## src/rtl/branch_resolve_unit_if.sv

```systemverilog
// branch_resolve_unit_if: EX-stage inputs, IF redirect handshake and status outputs; master = pipeline side, slave = branch_resolve_unit
interface branch_resolve_unit_if #(
  parameter int XLEN  = 32,
  parameter int CNT_W = 16
);
  logic             ex_valid;
  logic             ex_ready;
  logic             ex_is_branch;
  logic             ex_is_jal;
  logic             ex_is_jalr;
  logic             cond_taken;
  logic             pred_taken;
  logic [XLEN-1:0]  ex_pc;
  logic [XLEN-1:0]  ex_imm;
  logic [XLEN-1:0]  ex_rs1;
  logic             redirect_valid;
  logic             redirect_ready;
  logic [XLEN-1:0]  redirect_pc;
  logic             flush;
  logic             misalign_exc;
  logic [CNT_W-1:0] mispredict_cnt;
  modport master (
    output ex_valid, ex_is_branch, ex_is_jal, ex_is_jalr, cond_taken, pred_taken,
           ex_pc, ex_imm, ex_rs1, redirect_ready,
    input  ex_ready, redirect_valid, redirect_pc, flush, misalign_exc, mispredict_cnt
  );
  modport slave (
    input  ex_valid, ex_is_branch, ex_is_jal, ex_is_jalr, cond_taken, pred_taken,
           ex_pc, ex_imm, ex_rs1, redirect_ready,
    output ex_ready, redirect_valid, redirect_pc, flush, misalign_exc, mispredict_cnt
  );
endinterface

```

## src/rtl/branch_resolve_unit.sv

```systemverilog
// branch_resolve_unit: resolves EX control transfers, redirects IF on mispredict, flushes, flags misaligned targets; ports clk, rst, bus (slave)
module branch_resolve_unit #(
  parameter int XLEN         = 32,
  parameter int FLUSH_CYCLES = 2,
  parameter int CNT_W        = 16
) (
  input logic                 clk,
  input logic                 rst,
  branch_resolve_unit_if.slave bus
);
  localparam int FW = $clog2(FLUSH_CYCLES + 1);
  typedef enum logic [1:0] {IDLE, REDIRECT, FLUSH} state_t;
  state_t           state_q, state_d;
  logic [FW-1:0]    fcnt_q, fcnt_d;
  logic [XLEN-1:0]  rpc_q, rpc_d;
  logic [CNT_W-1:0] cnt_q, cnt_d;
  logic             exc_q, exc_d;
  logic [XLEN-1:0]  target, next_pc;
  logic             accept, ctrl, taken, misalign, mispredict;
  always_comb begin
    accept     = bus.ex_valid & (state_q == IDLE);
    ctrl       = bus.ex_is_branch | bus.ex_is_jal | bus.ex_is_jalr;
    taken      = bus.ex_is_jal | bus.ex_is_jalr | (bus.ex_is_branch & bus.cond_taken);
    target     = bus.ex_is_jalr ? (bus.ex_rs1 + bus.ex_imm) & ~XLEN'(1) : bus.ex_pc + bus.ex_imm;
    next_pc    = taken ? target : bus.ex_pc + XLEN'(4);
    misalign   = ctrl & taken & (|target[1:0]);
    mispredict = ctrl & ((taken != bus.pred_taken) | bus.ex_is_jalr);
    state_d    = state_q;
    fcnt_d     = fcnt_q;
    rpc_d      = rpc_q;
    cnt_d      = cnt_q;
    exc_d      = 1'b0;
    case (state_q)
      IDLE:
        if (accept & misalign) begin
          state_d = FLUSH;
          fcnt_d  = FW'(FLUSH_CYCLES);
          exc_d   = 1'b1;
        end else if (accept & mispredict) begin
          state_d = REDIRECT;
          rpc_d   = next_pc;
          cnt_d   = cnt_q + CNT_W'(cnt_q != '1);
        end
      REDIRECT:
        if (bus.redirect_ready) begin
          state_d = FLUSH;
          fcnt_d  = FW'(FLUSH_CYCLES);
        end
      FLUSH: begin
        fcnt_d  = fcnt_q - FW'(1);
        state_d = (fcnt_q == FW'(1)) ? IDLE : FLUSH;
      end
      default: state_d = IDLE;
    endcase
  end
  always_ff @(posedge clk) begin
    if (rst) begin
      state_q <= IDLE;
      fcnt_q  <= '0;
      rpc_q   <= '0;
      cnt_q   <= '0;
      exc_q   <= 1'b0;
    end else begin
      state_q <= state_d;
      fcnt_q  <= fcnt_d;
      rpc_q   <= rpc_d;
      cnt_q   <= cnt_d;
      exc_q   <= exc_d;
    end
  end
  assign bus.ex_ready       = state_q == IDLE;
  assign bus.redirect_valid = state_q == REDIRECT;
  assign bus.redirect_pc    = rpc_q;
  assign bus.flush          = state_q != IDLE;
  assign bus.misalign_exc   = exc_q;
  assign bus.mispredict_cnt = cnt_q;
endmodule

```

## src/flat_wrapper.sv

```systemverilog
// flat-port wrapper written by rule: the top's interface ports become plain ports
module branch_resolve_unit_flat 
#(
  parameter int XLEN         = 32,
  parameter int FLUSH_CYCLES = 2,
  parameter int CNT_W        = 16
)
  (clk, rst, bus_ex_valid, bus_ex_is_branch, bus_ex_is_jal, bus_ex_is_jalr, bus_cond_taken, bus_pred_taken, bus_ex_pc, bus_ex_imm, bus_ex_rs1, bus_redirect_ready, bus_ex_ready, bus_redirect_valid, bus_redirect_pc, bus_flush, bus_misalign_exc, bus_mispredict_cnt);
  branch_resolve_unit_if #(.XLEN(XLEN), .CNT_W(CNT_W)) bus_i ();
  input logic clk;
  input logic rst;
  input wire logic [$bits(bus_i.ex_valid)-1:0] bus_ex_valid;
  input wire logic [$bits(bus_i.ex_is_branch)-1:0] bus_ex_is_branch;
  input wire logic [$bits(bus_i.ex_is_jal)-1:0] bus_ex_is_jal;
  input wire logic [$bits(bus_i.ex_is_jalr)-1:0] bus_ex_is_jalr;
  input wire logic [$bits(bus_i.cond_taken)-1:0] bus_cond_taken;
  input wire logic [$bits(bus_i.pred_taken)-1:0] bus_pred_taken;
  input wire logic [$bits(bus_i.ex_pc)-1:0] bus_ex_pc;
  input wire logic [$bits(bus_i.ex_imm)-1:0] bus_ex_imm;
  input wire logic [$bits(bus_i.ex_rs1)-1:0] bus_ex_rs1;
  input wire logic [$bits(bus_i.redirect_ready)-1:0] bus_redirect_ready;
  output wire logic [$bits(bus_i.ex_ready)-1:0] bus_ex_ready;
  output wire logic [$bits(bus_i.redirect_valid)-1:0] bus_redirect_valid;
  output wire logic [$bits(bus_i.redirect_pc)-1:0] bus_redirect_pc;
  output wire logic [$bits(bus_i.flush)-1:0] bus_flush;
  output wire logic [$bits(bus_i.misalign_exc)-1:0] bus_misalign_exc;
  output wire logic [$bits(bus_i.mispredict_cnt)-1:0] bus_mispredict_cnt;
  assign bus_i.ex_valid = bus_ex_valid;
  assign bus_i.ex_is_branch = bus_ex_is_branch;
  assign bus_i.ex_is_jal = bus_ex_is_jal;
  assign bus_i.ex_is_jalr = bus_ex_is_jalr;
  assign bus_i.cond_taken = bus_cond_taken;
  assign bus_i.pred_taken = bus_pred_taken;
  assign bus_i.ex_pc = bus_ex_pc;
  assign bus_i.ex_imm = bus_ex_imm;
  assign bus_i.ex_rs1 = bus_ex_rs1;
  assign bus_i.redirect_ready = bus_redirect_ready;
  assign bus_ex_ready = bus_i.ex_ready;
  assign bus_redirect_valid = bus_i.redirect_valid;
  assign bus_redirect_pc = bus_i.redirect_pc;
  assign bus_flush = bus_i.flush;
  assign bus_misalign_exc = bus_i.misalign_exc;
  assign bus_mispredict_cnt = bus_i.mispredict_cnt;
  branch_resolve_unit #(.XLEN(XLEN), .FLUSH_CYCLES(FLUSH_CYCLES), .CNT_W(CNT_W)) u_core (.clk(clk), .rst(rst), .bus(bus_i));
endmodule
```

## config.mk

```make
export PLATFORM = sky130hd
export DESIGN_NAME = branch_resolve_unit_flat
export DESIGN_NICKNAME = d
export VERILOG_FILES = /design/src/rtl/branch_resolve_unit_if.sv /design/src/rtl/branch_resolve_unit.sv /design/src/flat_wrapper.sv
export SDC_FILE = /design/constraint.sdc
export NUM_CORES = 1
export LEC_CHECK = 0
export CAP_MARGIN = 20
export CORE_ASPECT_RATIO = 0.7
export CORE_MARGIN = 3
export CORE_UTILIZATION = 60
export CTS_CLUSTER_DIAMETER = 30
export DETAILED_ROUTE_END_ITERATION = 10
export DONT_BUFFER_PORTS = 1
export PLACE_DENSITY_LB_ADDON = 0.1
export REMOVE_ABC_BUFFERS = 1
export SYNTH_ARGS = -nofsm -noshare
export SYNTH_HDL_FRONTEND = slang
export SYNTH_SLANG_ARGS = --single-unit
```

## constraint.sdc

```tcl
create_clock -name clk -period 3.87 [get_ports clk]
set_clock_uncertainty 0.1 [all_clocks]
set_input_delay 0.9675 -clock clk [delete_from_list [all_inputs] [get_ports clk]]
set_output_delay 0.9675 -clock clk [all_outputs]
set_load 0.05 [all_outputs]
```

# Word-level counts from Yosys, hierarchy flattened
# Index checks and enable logic that the tools add are counted.
# classes
muxes,10
n_eq_ne,8
reduce_logical,8
add_sub_neg,5
bitwise_logic,14
# op_table
cell,n
$add 32x32->32,2
$mux 32,2
$add 32x3->32 const B,1
$add 16x1->16,1
$ne 16x16->1 const B,1
$pmux 2 s3,2
$mux 2,5
$and 1x1->1,7
$reduce_and 3->1,2
$or 1x1->1,5
$eq 2x1->1 const B,2
$reduce_or 2->1,2
$ne 3x1->1 const B,1
$reduce_bool 3->1,1
$eq 2x2->1 const B,1
$logic_not 2->1,1
$ne 2x1->1 const B,1
$ne 2x2->1 const B,1
$not 1->1,2
$reduce_and 2->1,1
$reduce_bool 2->1,1
$sub 2x1->2 const B,1
$mux 1,1
$ne 1x1->1,1
# word_totals
reg_bits,53
inputBits,105
output_inout_bits,52

# Depth between registers and ports, before layout
# Gate-level depths: netlist of the first run.
# logic_depth
word_depth,9
mapped_depth,14
ltp_nobuf,13

# Worst setup path after synthesis of the first run
# OpenSTA, ideal clock, no wires.
# synth_path
path_kind,input to register
start,in bus_ex_imm[0]
end,"reg u_core.cnt_q[12], in the netlist u_core.bus.mispredict_cnt[12]"
slack_ns,0.503
n_path_buf,2
arrival_ns,3.196
setup_time_ns,0.070
path_stages,10
t_required_ns,3.700
path_cell_list,ha_1 fa_1 o21ai_2 o21ai_2 or3_1 buf_2 or3_1 buf_2 or3_1 a21oi_1
# synth_via
elab_chain_len,7
# synth_lines
item,line,source
"start, declared",flat_wrapper.sv:19,input wire logic [$bits(bus_i.ex_imm)-1:0] bus_ex_imm;
$add 32x32->32,branch_resolve_unit.sv:24,target = bus.ex_is_jalr ? (bus.ex_rs1 + bus.ex_imm) & ~XLEN'(1) : bus.ex_pc + bus.ex_imm;
$mux 32 (*),branch_resolve_unit.sv:24,
$reduce_or 2->1 (*),branch_resolve_unit.sv:26,misalign = ctrl & taken & (|target[1:0]);
$and 1x1->1 (*),branch_resolve_unit.sv:26,
$and 1x1->1 (*),branch_resolve_unit.sv:35,if (accept & misalign) begin
$not 1->1 (no source line) (*),-,
$reduce_and 3->1 (no source line) (*),-,
"end signal, assigned",branch_resolve_unit.sv:67,cnt_q <= cnt_d;
"end, declared",branch_resolve_unit.sv:16,"logic [CNT_W-1:0] cnt_q, cnt_d;"
# Mark *: on every way between the ends. The rest lies on a longest branch, timed or not.
# A chain may end at the register's enable or synchronous reset.

# Final worst setup path of the first run
# layout_path
start,in bus_ex_imm[0]
end,"reg u_core.rpc_q[18], in the netlist u_core.bus.redirect_pc[18]"
# layout_via
elab_chain_len,7
# layout_lines
item,line,source
$add 32x32->32,branch_resolve_unit.sv:24,
$mux 32 (*),branch_resolve_unit.sv:24,
$reduce_or 2->1,branch_resolve_unit.sv:26,
$and 1x1->1,branch_resolve_unit.sv:26,
$and 1x1->1,branch_resolve_unit.sv:35,
$not 1->1 (no source line),-,
$reduce_and 3->1 (no source line),-,
"end signal, assigned",branch_resolve_unit.sv:66,rpc_q <= rpc_d;
"end, declared",branch_resolve_unit.sv:15,"logic [XLEN-1:0] rpc_q, rpc_d;"
# Marks and branches as above.

==> reports/qor.csv, run 1 <==
metric;value;unit
CP max FO;4;
routability cong.;0.978;
CTS tree;yes;
Yosys Warn Count;0;
Num CTS Buffers;5;
final WL;22100;µm
worst hold path type;reg -> reg;
die area;12200;µm²
clk slew on worst S/H paths;0.08;ns
Initial Utilization;62.5;%
first-pass GRT wire length;33400;µm
RSZ-0062 raised after global routing;false;
Core ar.;10500;µm²
prevailing post-synth register cell;dfxtp_1;
Die X;131;µm
Max-slew headroom;33.5;%
Synth Register Bits;53;
sequential-to-total area share from yosys stat;16.2;%
WP data required;3.95;ns
antenna-violating nets left;0;
Tightest Pin Transition;0.996;ns
layout cells sized above 1;5.48;%
hold_buf cts;0;
Tot GR Track Use;34.4;%
post-route cell area;6860;µm²
Final Critical Period;3.51;ns
Power Dens Cells;302;nW/µm²
setup TNS;0;ns
Clock Tree Buf Depth;2;
initial drt markers;852;
period utilization;90.7;%
Max VDD drop;279;µV
crit path launch type;input port;
Worst-Skew Late Latency;0.30;ns
Static Leak;2.81;nW
H-tree depth;2;
Hold WS;0.402;ns
vias;7043;
final number of setup-violating endpoints;0;
Hold Vio Cnt, Final;0;
detailed placer's ending HPWL;17600;µm
hold depth;2;
clk root buf;clkbuf_16;
Synth top area share;16.2;%
met2 WL;8540;µm
PortBufs;0;
# IOs;157;
largest net degree at the start of global routing;50;
P&R area growth vs syn;4.83;%
most instantiated library cell after synthesis;nand2_1;
M1 WL;9580;µm
n_diodes;0;
total chip power;2.08;mW
Synth cell types;73;
Max Cap Viol;0;
top sig layer;met4;
status;completed;
WL per Instance;21.9;µm
FP Rows;31;
drt pass-1 iters;5;
largest area contributor in the netlist;dfxtp_1;
placed inst area;6710;µm²
vias in the first global route;6282;
WP data arrival;3.59;ns
PostCTS Resize Cnt;0;
synthesized netlist cell count;887;
total clock sinks;53;
Syn Area/Cell;7.38;µm²
final design utilization;65.5;%
Vias/cell;6.99;
critical path class;in -> reg;
Slew Viols, Final;0;
area of the mapped netlist;6550;µm²
# DRC;0;
number of nets in the layout;1047;
largest cells by area after synthesis;dfxtp_1, ha_1, a21oi_1;
# Post-CTS Setup Buffers;0;
Post-synth top cells;nand2_1, a21oi_1, nor2_1;
crit path capture type;flip-flop;
Fmax;285;MHz
initial antenna violation count;0;
Die Span Y;93.4;µm
asr flop ratio synth;0;%
met3 routed WL;3690;µm
grt total ovfl;0;
Post-synth EDFFs;0;
R2R depth;13;
==> layout by cell type, fill, tap and decap left out, types with 13 or more instances in the layout <==
master,Yosys,routed
a211oi_1,20,20
a21o_1,35,35
a21oi_1,86,85
a31oi_1,13,13
and3_1,21,21
buf_4,0,18
dfxtp_1,53,53
ha_1,65,65
inv_1,16,16
mux2i_1,13,13
nand2_1,94,94
nand3_1,32,32
nand4_1,13,13
nor2_1,72,72
nor3_1,16,16
o211ai_1,15,15
o21ai_0,58,58
xnor2_1,35,35
xor2_1,45,45
==> cells by family after synthesis <==
logic type               Yosys count  synth area share, %
adder cells (fa/ha/maj)           67                 13.0
flip-flops                        53                 16.2
multiplexers                      15                 2.33
AO/OA/AOI/OAI                    302                 30.2
buffers and inverters             53                 3.13
XOR/XNOR                          80                 10.7
AND/OR/NAND/NOR                  317                 24.4
==> per-layer routing <==
layer  up-vias  GRT usage (%)
li1       3298              -
met3        39           16.7
met4         0           4.54
met2       465           47.4
met5         -              0
met1      3241           49.3
==> flip-flops by register name, indices dropped and copies added (netlist names) <==
signal	flops
u_core.bus.misalign_exc	1
u_core.bus.mispredict_cnt	16
u_core.bus.redirect_pc	32
u_core.fcnt_q	2
u_core.state_q	2
==> path summary, 6_finish.rpt <==
path	start	end	slack, ns
worst min register to register	u_core.fcnt_q[1]$_SDFFE_PP0P_	u_core.fcnt_q[1]$_SDFFE_PP0P_	0.40
worst max register to register	u_core.bus.mispredict_cnt[8]$_SDFFE_PP0P_	u_core.bus.mispredict_cnt[14]$_SDFFE_PP0P_	0.75
worst max-delay path	bus_ex_imm[0]	u_core.bus.redirect_pc[18]$_SDFFE_PP0P_	0.36
worst min-delay path	u_core.fcnt_q[1]$_SDFFE_PP0P_	u_core.fcnt_q[1]$_SDFFE_PP0P_	0.40
==> area by class of cell <==
class | count | area, µm²
flip-flops and latches | 53 | 1060
well taps | 132 | 165
clock buffers | 5 | 125
clock inverters | 3 | 26.3
multi-input cells | 781 | 5290
repair buffers | 18 | 135
fillers | 924 | 3610
inverters | 16 | 60.1
==> power breakdown <==
group / internal [mW] / total [mW] / leakage [nW] / switching [mW]
Clock: 0.245 / 0.472 / 0.0680 / 0.227
Sequential: 0.584 / 0.734 / 0.431 / 0.150
Combinational: 0.346 / 0.870 / 2.31 / 0.524
Total: 1.17 / 2.08 / 2.81 / 0.901
==> worst max-delay path, stage by stage <==
cell	delay, ns
ha_1	0.21
fa_1	0.40
a21o_1	0.21
a221oi_2	0.41
a21oi_1	0.17
or2_1	0.31
a41oi_1	0.26
mux2i_1	0.10
a221oi_1	0.41
a211oi_1	0.13
==> through the flow <==
stage / cells / setup slack, ns
finish: 1008 / 0.361
CTS: 1008 / 0.401
global placement: 1000 / 0.205
floorplan: 850 / 0.0278
detailed placement: 1000 / 0.0886
global route: 1008 / 0.161
Note: power is estimated with default switching activity, not from simulation.
==> run 2, diff against run 1 <==
CORE_MARGIN = 4   (was 3)
==> reports/qor.csv, run 2 (same netlist as run 1, synthesis figures left out) <==
metric;value;unit
total chip power;2.06;mW
WL per Instance;21.3;µm
crit path launch type;input port;
R2R depth;12;
setup TNS;0;ns
Hold WS;0.406;ns
PortBufs;0;
crit path from;bus_ex_imm[0];
WP data arrival;3.63;ns
# DRC;0;
Sequential cell area;1060;µm²
routability cong.;0.954;
antenna-violating nets left;0;
HP Start;u_core.fcnt_q[1]$_SDFFE_PP0P_;
Fmax;281;MHz
critical path class;in -> reg;
initial antenna violation count;0;
hold_buf cts;0;
WP data required;3.94;ns
period utilization;92.0;%
number of nets in the layout;1048;
# IOs;157;
total clock sinks;53;
FP Rows;31;
most frequent cells in the layout;nand2_1, a21oi_1, nor2_1;
Initial Utilization;62.3;%
clk root buf;clkbuf_16;
Tot GR Track Use;33.7;%
final number of setup-violating endpoints;0;
drt pass-1 iters;5;
Die X;133;µm
Clock Tree Buf Depth;2;
# Post-CTS Setup Buffers;0;
filler cell count;935;
Power Dens Cells;300;nW/µm²
grt total ovfl;0;
Static Leak;2.81;nW
hold depth;2;
P&R area growth vs syn;5.26;%
Max VDD drop;180;µV
initial drt markers;795;
status;completed;
clk slew on worst S/H paths;0.08;ns
Slew Viols, Final;0;
largest net degree at the start of global routing;50;
Hold Vio Cnt, Final;0;
CTS tree;yes;
layout cells sized above 1;5.59;%
final WL;21900;µm
commonest non-fill, non-tap cell in the layout;nand2_1;
CP max FO;4;
n_diodes;0;
Core ar.;10500;µm²
Final Critical Period;3.56;ns
H-tree depth;2;
RR Startpoint;u_core.bus.mispredict_cnt[8]$_SDFFE_PP0P_;
die area;12700;µm²
PostCTS Resize Cnt;0;
vias in the first global route;6494;
RSZ-0062 raised after global routing;false;
worst hold path type;reg -> reg;
Largest register FFs;32;
first-pass GRT wire length;34200;µm
Multi-input gate area;5290;µm²
Tightest Pin Transition;1.03;ns
Worst-Skew Late Latency;0.30;ns
vias;6881;
final design utilization;65.6;%
Max Cap Viol;0;
crit path capture type;flip-flop;
Die Span Y;95.4;µm
Vias/cell;6.71;
detailed placer's ending HPWL;17600;µm
Max-slew headroom;31.1;%
Num CTS Buffers;5;
-- run 2: cell count changes in the layout (fill, tap and decap cells not counted) --
cell,before,now
buf_4,18,19
-- run 2: area by class of cell --
type / instances / share of cell area, %
inverter: 16 / 0.871
multi-input combinational: 781 / 76.8
tap: 148 / 2.69
sequential: 53 / 15.4
clock inverter: 3 / 0.381
timing repair buffer: 19 / 2.07
clock buffer: 5 / 1.82
-- run 2: where the power goes --
group          internal, mW  switching (mW)
clock                 0.245           0.223
sequential            0.584           0.149
combinational         0.346           0.517
total                  1.17           0.889
-- run 2: worst paths after layout --
kind                                                      to  slack [ns]
setup reg to reg  u_core.bus.mispredict_cnt[10]$_SDFFE_PP0P_        0.70
hold / removal                 u_core.fcnt_q[1]$_SDFFE_PP0P_        0.41
hold reg to reg                u_core.fcnt_q[1]$_SDFFE_PP0P_        0.41
setup / recovery     u_core.bus.redirect_pc[18]$_SDFFE_PP0P_        0.31
-- run 2: layer usage --
layer / share of wire (%) / wire, µm / GRT usage (%) / up-vias
met2: 39 / 8610 / 47.6 / 390
li1: - / - / - / 3304
met4: 0.85 / 187 / 5.28 / 2
met1: 45 / 9760 / 47.9 / 3164
met3: 15 / 3250 / 14.1 / 21
met5: 0.37 / 80 / 4.76 / -
-- run 2: through the flow --
step,cells,area (µm²),setup WS (ns)
detailed placement,1017,6740,0.102
global route,1025,6890,0.238
CTS,1025,6890,0.410
finish,1025,6890,0.311
global placement,1017,6740,0.178
floorplan,850,6400,0.0278
-- run 2: worst max-delay path: stages --
cell      delay, ns
ha_1           0.21
fa_1           0.40
a21o_1         0.21
a221oi_2       0.40
a21oi_1        0.16
or2_1          0.30
a41oi_1        0.26
mux2i_1        0.10
a221oi_1       0.46
a211oi_1       0.14
==> run 3, diff against run 2 <==
ABC_AREA = 0   (was not set)
CORE_UTILIZATION = 52   (was 60)
DONT_BUFFER_PORTS = not set   (was 1)
MAX_ROUTING_LAYER = met4   (was not set)
==> reports/qor.csv, run 3 (same netlist as run 1, synthesis figures left out) <==
metric;value;unit
status;completed;
crit path launch type;input port;
Tightest Pin Transition;0.562;ns
Largest register FFs;32;
WP data arrival;3.85;ns
Slew Viols, Final;0;
final number of setup-violating endpoints;0;
period utilization;95.7;%
largest net degree at the start of global routing;40;
worst hold path type;reg -> reg;
Hold WS;0.348;ns
Max Cap Viol;0;
crit path capture type;flip-flop;
RSZ-0062 raised after global routing;false;
Fmax;270;MHz
hold_buf cts;0;
Max VDD drop;200;µV
Worst-Skew Late Latency;0.30;ns
antenna-violating nets left;0;
Initial Utilization;54.5;%
Crit-path slowest cell;a221oi_1;
Final Critical Period;3.70;ns
layout cells sized above 1;12.2;%
final WL;23800;µm
post-route cell area;9100;µm²
Power Dens Cells;265;nW/µm²
# DRC;0;
drt pass-1 iters;7;
filler cell count;950;
commonest non-fill, non-tap cell in the layout;clkdlybuf4s50_1;
# Post-CTS Setup Buffers;0;
Sequential cell area;1060;µm²
Clock Tree Buf Depth;2;
Die X;142;µm
vias in the first global route;7156;
CTS tree;yes;
routability cong.;1.04;
total clock sinks;53;
clk slew on worst S/H paths;0.08;ns
Tot GR Track Use;33.0;%
WL per Instance;18.8;µm
# IOs;157;
Static Leak;3.79;nW
Max-slew headroom;62.4;%
CP max FO;5;
Hold Vio Cnt, Final;0;
initial antenna violation count;0;
n_diodes;0;
Die Span Y;102;µm
P&R area growth vs syn;39.0;%
PortBufs;156;
number of nets in the layout;1282;
most used cell, CP;o21ai_0;
critical path class;in -> reg;
die area;14500;µm²
placed inst area;8890;µm²
most frequent cells in the layout;clkdlybuf4s50_1, buf_4, nand2_1;
Vias/cell;6.15;
initial drt markers;651;
Num CTS Buffers;5;
clk root buf;clkbuf_16;
FP Rows;33;
critical path cell sequence;clkdlybuf4s50_1, ha_1, a21o_1, a22o_1, o31ai_1, buf_4, o21ai_0, xnor2_1, a221oi_1, o21ai_0, nand2_1;
WP data required;4.02;ns
Multi-input gate area;5340;µm²
vias;7801;
Worst path max stage delay;0.54;ns
H-tree depth;2;
detailed placer's ending HPWL;19500;µm
final design utilization;75.7;%
grt total ovfl;0;
Core ar.;12000;µm²
first-pass GRT wire length;37100;µm
## run 3: cell types whose count changed in the layout (fill, tap and decap cells not counted), moves of 2 or more
| cell | change |
|---|---|
| a211oi_2 | +2 |
| a211oi_1 | -2 |
| clkdlybuf4s50_1 | +155 |
| buf_4 | +77 |
## run 3: power by group
| part | internal (mW) | switching [mW] | total [mW] |
|---|---|---|---|
| clock network | 0.245 | 0.234 | 0.480 |
| logic | 0.572 | 0.749 | 1.32 |
| registers | 0.584 | 0.0273 | 0.611 |
## run 3: final cells by class
class,instances,share of cell area [%]
clock buffers,5,1.37
clock inverters,3,0.289
repair buffers,253,25.1
flip-flops and latches,53,11.7
multi-input cells,781,58.7
well taps,157,2.16
inverters,16,0.660
## run 3: routing by layer
metal	part of all wire, %	global-route usage [%]	vias up
met4	0.84	3.39	0
met2	38	43.8	466
met1	46	48.9	3538
met5	0	-	-
met3	15	11.9	30
li1	-	-	3767
## run 3: worst max-delay path, delay by kind of cell
kind	cells	cell delay [ns]
XOR/XNOR	1	0.14
adder cells (fa/ha/maj)	1	0.35
buffers and inverters	2	0.61
AND/OR/NAND/NOR	1	0.09
AO/OA/AOI/OAI	6	1.69
## run 3: final timing paths
| check | cells past startpoint | slack, ns | startpoint | end |
|---|---|---|---|---|
| worst max-delay path | 11 | 0.17 | bus_ex_imm[4] | u_core.bus.redirect_pc[17]$_SDFFE_PP0P_ |
| worst min-delay path | 2 | 0.35 | u_core.bus.redirect_pc[17]$_SDFFE_PP0P_ | u_core.bus.redirect_pc[17]$_SDFFE_PP0P_ |
| worst max register to register | 12 | 1.11 | u_core.bus.mispredict_cnt[7]$_SDFFE_PP0P_ | u_core.bus.mispredict_cnt[10]$_SDFFE_PP0P_ |
| worst min register to register | 2 | 0.35 | u_core.bus.redirect_pc[17]$_SDFFE_PP0P_ | u_core.bus.redirect_pc[17]$_SDFFE_PP0P_ |
## run 3: timing repair
item,4_1_cts,5_1_grt
hold endpoints to repair,0,0
gates resized for setup,0,10
endpoints found under the setup margin,0,7
## run 3: through the flow
stage	setup slack, ns	instances	total power, mW	TNS, ns
floorplan	0.0278	850	1.37	0
global placement	-0.210	1259	1.88	-0.982
detailed placement	-0.254	1259	1.89	-1.43
CTS	0.0407	1267	2.37	0
global route	0.0204	1268	2.53	0
finish	0.167	1268	2.41	0
